`src/rtl/cell_access_ctrl.sv`:
```
// Read sequencer and single-port arbiter for one cell position RAM.
// Streams the count-prefixed particle list while yielding the port to motion-update writes.
module cell_access_ctrl #(
  parameter int unsigned DATA_WIDTH   = 96,
  parameter int unsigned PARTICLE_NUM = 220,
  parameter int unsigned ADDR_WIDTH   = 8,
  parameter int unsigned WR_BURST_MAX = 4
) (
  input  logic                  clk,
  input  logic                  rst,
  input  logic                  rd_start,
  output logic                  rd_busy,
  output logic                  rd_done,
  output logic                  out_valid,
  output logic [DATA_WIDTH-1:0] out_pos,
  output logic [ADDR_WIDTH-1:0] out_particle_id,
  output logic                  out_last,
  output logic                  err_count,
  input  logic                  wr_req,
  input  logic [ADDR_WIDTH-1:0] wr_addr,
  input  logic [DATA_WIDTH-1:0] wr_data,
  output logic                  wr_ack,
  output logic [ADDR_WIDTH-1:0] ram_address,
  output logic [DATA_WIDTH-1:0] ram_data,
  output logic                  ram_rden,
  output logic                  ram_wren,
  input  logic [DATA_WIDTH-1:0] ram_q
);

  localparam int unsigned BURST_W = $clog2(WR_BURST_MAX + 1);
  localparam logic [ADDR_WIDTH-1:0] MAX_COUNT   = ADDR_WIDTH'(PARTICLE_NUM - 1);
  localparam logic [BURST_W-1:0]    BURST_LIMIT = BURST_W'(WR_BURST_MAX);

  typedef enum logic [2:0] {
    IDLE     = 3'd0,
    CNT_REQ  = 3'd1,
    CNT_WAIT = 3'd2,
    STREAM   = 3'd3,
    DRAIN    = 3'd4,
    DONE     = 3'd5
  } state_t;

  state_t                state;
  logic [ADDR_WIDTH-1:0] count;
  logic [ADDR_WIDTH-1:0] issue_addr;
  logic [BURST_W-1:0]    burst;

  // Read-tag pipeline, aligned with the 2-cycle RAM read latency.
  logic                  t1_vld;
  logic                  t1_cnt;
  logic [ADDR_WIDTH-1:0] t1_addr;
  logic                  t2_vld;
  logic                  t2_cnt;
  logic [ADDR_WIDTH-1:0] t2_addr;

  logic                  reading;
  logic                  force_rd;
  logic                  rd_issue;
  logic [ADDR_WIDTH-1:0] raw_count;

  // Port arbitration: writes win unless an in-flight stream has been starved too long.
  always_comb begin
    reading     = (state == CNT_REQ) || (state == STREAM);
    force_rd    = reading && (burst == BURST_LIMIT);
    wr_ack      = wr_req && !force_rd;
    rd_issue    = reading && !wr_ack;
    ram_wren    = wr_ack;
    ram_rden    = rd_issue;
    ram_data    = '0;
    ram_address = '0;
    raw_count   = ram_q[ADDR_WIDTH-1:0];
    if (wr_ack) begin
      ram_address = wr_addr;
      ram_data    = wr_data;
    end else if (rd_issue) begin
      ram_address = (state == CNT_REQ) ? '0 : issue_addr;
    end
  end

  always_ff @(posedge clk) begin
    if (rst) begin
      state           <= IDLE;
      count           <= '0;
      issue_addr      <= '0;
      burst           <= '0;
      t1_vld          <= 1'b0;
      t1_cnt          <= 1'b0;
      t1_addr         <= '0;
      t2_vld          <= 1'b0;
      t2_cnt          <= 1'b0;
      t2_addr         <= '0;
      rd_busy         <= 1'b0;
      rd_done         <= 1'b0;
      out_valid       <= 1'b0;
      out_pos         <= '0;
      out_particle_id <= '0;
      out_last        <= 1'b0;
      err_count       <= 1'b0;
    end else begin
      rd_done   <= 1'b0;
      out_valid <= 1'b0;
      out_last  <= 1'b0;

      t1_vld  <= rd_issue;
      t1_cnt  <= (state == CNT_REQ);
      t1_addr <= (state == CNT_REQ) ? '0 : issue_addr;
      t2_vld  <= t1_vld;
      t2_cnt  <= t1_cnt;
      t2_addr <= t1_addr;

      // Only particle tags surface on the output; the count tag is consumed by the FSM.
      if (t2_vld && !t2_cnt) begin
        out_valid       <= 1'b1;
        out_pos         <= ram_q;
        out_particle_id <= t2_addr;
        out_last        <= (t2_addr == count);
      end

      if (reading && wr_ack) begin
        burst <= burst + BURST_W'(1);
      end else begin
        burst <= '0;
      end

      case (state)
        IDLE: begin
          if (rd_start) begin
            state      <= CNT_REQ;
            rd_busy    <= 1'b1;
            err_count  <= 1'b0;
            count      <= '0;
            issue_addr <= ADDR_WIDTH'(1);
          end
        end
        CNT_REQ: begin
          if (rd_issue) begin
            state <= CNT_WAIT;
          end
        end
        CNT_WAIT: begin
          if (t2_vld && t2_cnt) begin
            if (raw_count > MAX_COUNT) begin
              count     <= MAX_COUNT;
              err_count <= 1'b1;
            end else begin
              count <= raw_count;
            end
            if (raw_count == '0) begin
              state   <= DONE;
              rd_done <= 1'b1;
            end else begin
              state <= STREAM;
            end
          end
        end
        STREAM: begin
          if (rd_issue) begin
            if (issue_addr == count) begin
              state <= DRAIN;
            end else begin
              issue_addr <= issue_addr + ADDR_WIDTH'(1);
            end
          end
        end
        DRAIN: begin
          if (!t1_vld && !t2_vld) begin
            state   <= DONE;
            rd_done <= 1'b1;
          end
        end
        DONE: begin
          state   <= IDLE;
          rd_busy <= 1'b0;
        end
        default: begin
          state   <= IDLE;
          rd_busy <= 1'b0;
        end
      endcase
    end
  end

endmodule

```
`config.mk`:
```
export PLATFORM = sky130hd
export DESIGN_NAME = cell_access_ctrl
export DESIGN_NICKNAME = d
export VERILOG_FILES = /design/src/rtl/cell_access_ctrl.sv
export SDC_FILE = /design/constraint.sdc
export NUM_CORES = 1
export LEC_CHECK = 0
export BUFFER_PORTS_ARGS = -buffer_cell sky130_fd_sc_hd__buf_2
export CORE_AREA = 3 3 163 165
export DETAILED_ROUTE_END_ITERATION = 8
export DIE_AREA = 0 0 166 168
export GPL_ROUTABILITY_DRIVEN = 0
export SLEW_MARGIN = 5
export SYNTH_ARGS = -nofsm -noshare
export SYNTH_HDL_FRONTEND = slang
export SYNTH_SLANG_ARGS = --single-unit
export TNS_END_PERCENT = 20
```
`constraint.sdc`:
```
create_clock -name clk -period 2.85 [get_ports clk]
set_clock_uncertainty 0.15 [all_clocks]
set_input_delay 0.1425 -clock clk [delete_from_list [all_inputs] [get_ports clk]]
set_output_delay 0.1425 -clock clk [all_outputs]
set_load 0.05 [all_outputs]
```
### After elaboration in Yosys (flattened, before gate mapping)

Index checks and enable logic that the tools add are counted.

* flip-flop bits (word level): 151
* input port bits: 204
* output and inout port bits: 216
* word-level logic and storage cells: 94

* add/subtract/negate cells: 2
* magnitude comparators: 1
* eq/ne operators: 15
* muxes and demuxes: 31
* bitwise gates (word level): 3
* reduce and logical (&&, ||, !) cells: 25

Operator list (count)
* $mux 96: 1
* $mux 8: 9
* $pmux 8 s2: 2
* $mux 3: 7
* $eq 8x8->1: 2
* $pmux 3 s5: 1
* $ne 2x2->1 const B: 7
* $add 8x1->8 const B: 1
* $gt 8x8->1 const B: 1
* $logic_not 8->1: 1
* $mux 1: 8
* $reduce_and 4->1: 2
* $logic_and 1x1->1: 7
* $eq 3x2->1 const B: 2
* $eq 3x3->1 const B: 2
* $pmux 1 s2: 3
* $reduce_and 6->1: 1
* $logic_not 1->1: 5
* $reduce_bool 2->1: 2
* $reduce_or 2->1: 2
* $reduce_or 4->1: 1
* $add 3x1->3 const B: 1
* $eq 3x1->1 const B: 1
* $logic_not 3->1: 1
* 5 further kinds: 7

### Logic depth before layout (Yosys ltp)

* depth after elaboration: 9
* gate-level depth with buffers: 8
* mapped depth without buffers: 7

### Worst setup path after synthesis

OpenSTA, ideal clock, no wires.

* path kind: reg2out
* start point: register burst[0]
* end point: output port ram_address[0]
* data arrival time: 1883 ps
* required time: 2558 ps
* slack: 674 ps
* cell stages (with the launch flop): 9
* buffers on the path: 2
* cells stage by stage: dfxtp_1 -> inv_1 -> ha_1 -> nand2_1 -> o21a_4 -> buf_6 -> buf_2 -> nand2_1 -> o21ai_0

* longest elaborated chain between the ends: 8

Ends and longest elaborated chain
* start: declaration: line 46 `logic [BURST_W-1:0] burst;`
* start signal: assignment: line 120 `burst <= burst + BURST_W'(1);`
* $eq 3x3->1 *: line 64 `force_rd = reading && (burst == BURST_LIMIT);`
* $logic_and 1x1->1 *: line 64
* $logic_not 1->1 *: line 65 `wr_ack = wr_req && !force_rd;`
* $logic_and 1x1->1 *: line 65
* net ram_wren: line 26 `output logic ram_wren,`
* $logic_not 1->1: line 66 `rd_issue = reading && !wr_ack;`
* $logic_and 1x1->1: line 66
* $mux 8: line 75 `end else if (rd_issue) begin`
* $mux 8 *: line 72 `if (wr_ack) begin`
* end: declaration: line 23 `output logic [ADDR_WIDTH-1:0] ram_address,`

The timed path passes the listed nets; every way through them passes the cells marked *.

### Final worst setup path

* start point: register state[2]
* end point: output port ram_data[0]

* longest elaborated chain between the ends: 6
* elaborated cells on any way between the ends: 7
* those cells by class: eq/ne: 2; mux: 1; reduce/logical: 4

Ends and longest elaborated chain
* start: declaration: line 43 `state_t state;`
* start signal: assignment: line 82 `state <= IDLE;`
* start signal: assignment: line 128 `state <= CNT_REQ;`
* start signal: assignment: line 137 `state <= CNT_WAIT;`
* $eq 3x1->1 or $eq 3x2->1 (tied branches): line 63 `reading = (state == CNT_REQ) || (state == STREAM);`
* $logic_or 1x1->1 *: line 63
* $logic_and 1x1->1 *: line 64
* $logic_not 1->1 *: line 65
* $logic_and 1x1->1 *: line 65
* $mux 96 *: line 72
* end: declaration: line 24 `output logic [DATA_WIDTH-1:0] ram_data,`

Mark *: on every way between the ends. The rest lies on a longest branch, timed or not.

==> metrics.md <==
| Metric | Value |
|---|---|
| Starting Density | `25.4%` |
| HP Class | `reg2reg` |
| Final Max Slew Viols | `0` |
| Async set-reset flop share out of synthesis | `0%` |
| DRT Pass-1 Iters | `4` |
| Cell variety after synth | `52` |
| Worst r2r dst | `issue_addr[2]$_SDFFE_PP0P_` |
| Num rows | `between 50 and 60` |
| Critical path data arrival time | `2.38 ns` |
| Synth Flop Type | `dfxtp_1` |
| Post-CTS sizing | `0` |
| Most common cell after layout, fill and taps aside | `buf_2` |
| Die W | `~170 um` |
| Total CTS buffers | `17` |
| Total gr overflow | `0` |
| Post-synth EDFFs | `0` |
| Register bit total from synthesis | `151` |
| Vias post-DR | `7188` |
| Non-Filler Instances | `~1600` |
| Total power | `0.00548 W` |
| Post-CTS Setup Repair Bufs | `0` |
| Rel. slew slack | `a little over two fifths` |
| R2R Path Start | `state[0]$_SDFFE_PP0P_` |
| I/O Buffers | `419` |
| Total GRT Usage | `between 15 and 20%` |
| Die H | `168 um` |
| Placed Cells | `1502` |
| Max-Cap Viols | `0` |
| WS Path Type | `reg2out` |
| I/O pin count | `between 400 and 500` |
| # setup viols final | `0` |
| Syn Inst Count | `approximately 810` |
| Yosys warning count | `0` |
| Startpoint types | `flop` |
| DRC | `0` |
| Routed Antenna Nets | `0` |
| Leading area contributor after synthesis | `dfxtp_1` |
| Skew-Pair Late Insertion Delay | `0.42 ns` |
| Total Nets Final | `roughly 1500` |
| Setup WS pre-CTS | `roughly 0.48 ns` |
| H-tree Lvls | `4` |
| Peak VDD IR | `0.000374 V` |
| Pwr Density | `530 mW/mm^2` |
| Top cells by area, synth | `dfxtp_1, nand2_1, and2_1` |
| Top cell type's share of synthesized area | `47.2%` |
| Mapped cell area | `between 0.006 and 0.007 sq mm` |
| Critical Path RT | `2.56 ns` |
| Layout area overhead | `61.3%` |
| Mean number of vias per cell | `about 4.4` |
| HP Start | `t1_addr[4]$_SDFF_PP0_` |
| Clock-pin slew on the worst setup and hold paths | `0.07 ns` |
| DPL Wire Length | `20400 um` |
| CTS tree | `yes` |
| Clock Tree Buf Depth | `2` |
| Leakage | `4.78 nW` |
| Antenna violations before repair | `7` |
| First-pass GRT wire length | `40500 um` |
| Worst-Margin Slew | `0.859 ns` |
| Most frequent cells in the layout | `buf_2, nand2_1, dfxtp_1, a21oi_1, and2_1` |
| Die area | `0.0279 sq mm` |
| Fmax | `375 MHz` |
| Post-route setup slack | `roughly 0.18 ns` |
| Pin count of the biggest net entering global routing | `105` |
| Crit share post-route | `93.7%` |
| Syn avg cell area | `just under 8 sq um` |
| Post-Syn Nets | `1015` |
| Register area share after synthesis | `between 40% and 50%` |
| Final wirelength | `27500 um` |
| Worst-case reg-to-reg path depth | `5` |
| Status | `complete, no violations` |
| Final Hold Viols | `0` |
| Critical Path End Type | `output port` |
| Max Fanout on Critical Path | `68` |
| Fin crit period | `2.67 ns` |
| Layout cells sized above 1 | `between 30% and 40%` |
| Vias in the first global route | `6857` |
| Worst hold path cell count | `1` |
| Setup slack, reg-to-reg | `between 0.8 and 0.9 ns` |
| Worst hold endpoint | `t2_addr[4]$_SDFF_PP0_` |
| Root Driver | `clkbuf_16` |
| Unrepaired setup endpoints after global routing | `false` |
| CORE AREA | `0.0252 sq mm` |
| Sink Count | `~150` |
| Iteration-0 DRC Markers | `470` |
| WL per Instance | `16.8 um` |
| Setup_tns | `0 ns` |
==> kinds of logic (layout without fill, tap and decap cells) <==
kind of cell / after synthesis / after routing / share of synthesized area, %
buffers and inverters: 64 / 558 / 4.65
muxes: 1 / 1 / 0.156
adders and majority gates: 3 / 3 / 0.586
xor gates and xnor gates: 17 / 17 / 2.68
AOI/OAI and AO/OA: 152 / 153 / 13.1
DFF: 151 / 151 / 47.2
and+or+nand+nor: 420 / 420 / 31.6
other: 0 / 3 / 0
==> what timing repair did <==
item	4_1_cts	5_1_grt
endpoints found under the setup margin	0	66
endpoints found under the hold margin	114	0
hold buffers	99	0
==> cell usage after synthesis (8+ instances only) <==
cell and n:
a21oi_1 117, and2_1 105, buf_2 18, clkbuf_1 33, dfxtp_1 151, nand2_1 240, nand3_1 10, nor2_1 19
nor2b_1 12, nor3_1 9, o21ai_1 8, xnor2_1 11
==> area by class of cell <==
type	count	area [sq um]
Fill cell	2513	14900
Timing Repair Buffer	523	3170
Multi-Input combinational cell	594	3110
Sequential cell	151	3020
Clock buffer	19	433
Tap cell	330	413
Clock inverter	12	168
Inverter	4	15.0
Antenna cell	3	7.51
==> metal layers <==
| layer | GRT usage, % | wire, um | up-vias |
|---|---|---|---|
| li1 | - | - | 3581 |
| met1 | 22.0 | 11300 | 3246 |
| met2 | 32.3 | 13600 | 324 |
| met3 | 4.95 | 1800 | 35 |
| met4 | 6.65 | 851 | 2 |
| met5 | 0 | 13 | - |
==> registers in the layout, indices dropped and copies added (netlist names), 3 cells and up <==
register	count
burst	3
count	8
issue_addr	8
out_particle_id	8
out_pos	96
state	3
t1_addr	8
t2_addr	8
==> worst max-delay path by stage <==
stage | start | end | slack [ns] | depth (start not counted)
after floorplan | burst[0]$_SDFF_PP0_ | ram_address[0] | 0.67 | 8
after global placement | state[2]$_SDFFE_PP0P_ | ram_data[0] | 0.53 | 5
after detailed placement | state[2]$_SDFFE_PP0P_ | ram_data[0] | 0.48 | 5
after CTS | state[2]$_SDFFE_PP0P_ | ram_data[0] | 0.01 | 5
after global routing | state[2]$_SDFFE_PP0P_ | ram_data[0] | 0.03 | 5
final | state[2]$_SDFFE_PP0P_ | ram_data[0] | 0.18 | 5
==> power breakdown <==
group | internal [W] | total [W] | switching, W
clock | 0.00139 | 0.00231 | 0.000914
sequential | 0.00214 | 0.00217 | 0.0000277
combinational | 0.000345 | 0.00100 | 0.000656
total | 0.00388 | 0.00548 | 0.00160
==> critical path: stages (launching register included) <==
cell and delay (ns):
dfxtp_1 0.58, nand2b_4 0.33, o21a_4 0.31, buf_12 0.25, and2_1 0.20, buf_2 0.28
==> per-stage QoR <==
step / util (%) / instance area [sq um] / hold WS (ns)
floorplan: - / 6400 / 0.129
global placement: 34.6 / 8720 / 0.233
detailed placement: 34.6 / 8720 / 0.240
CTS: 41.0 / 10300 / 0.283
global route: 41.0 / 10300 / 0.299
finish: 41.0 / 10300 / 0.283
(Power assumes the default switching activity.)
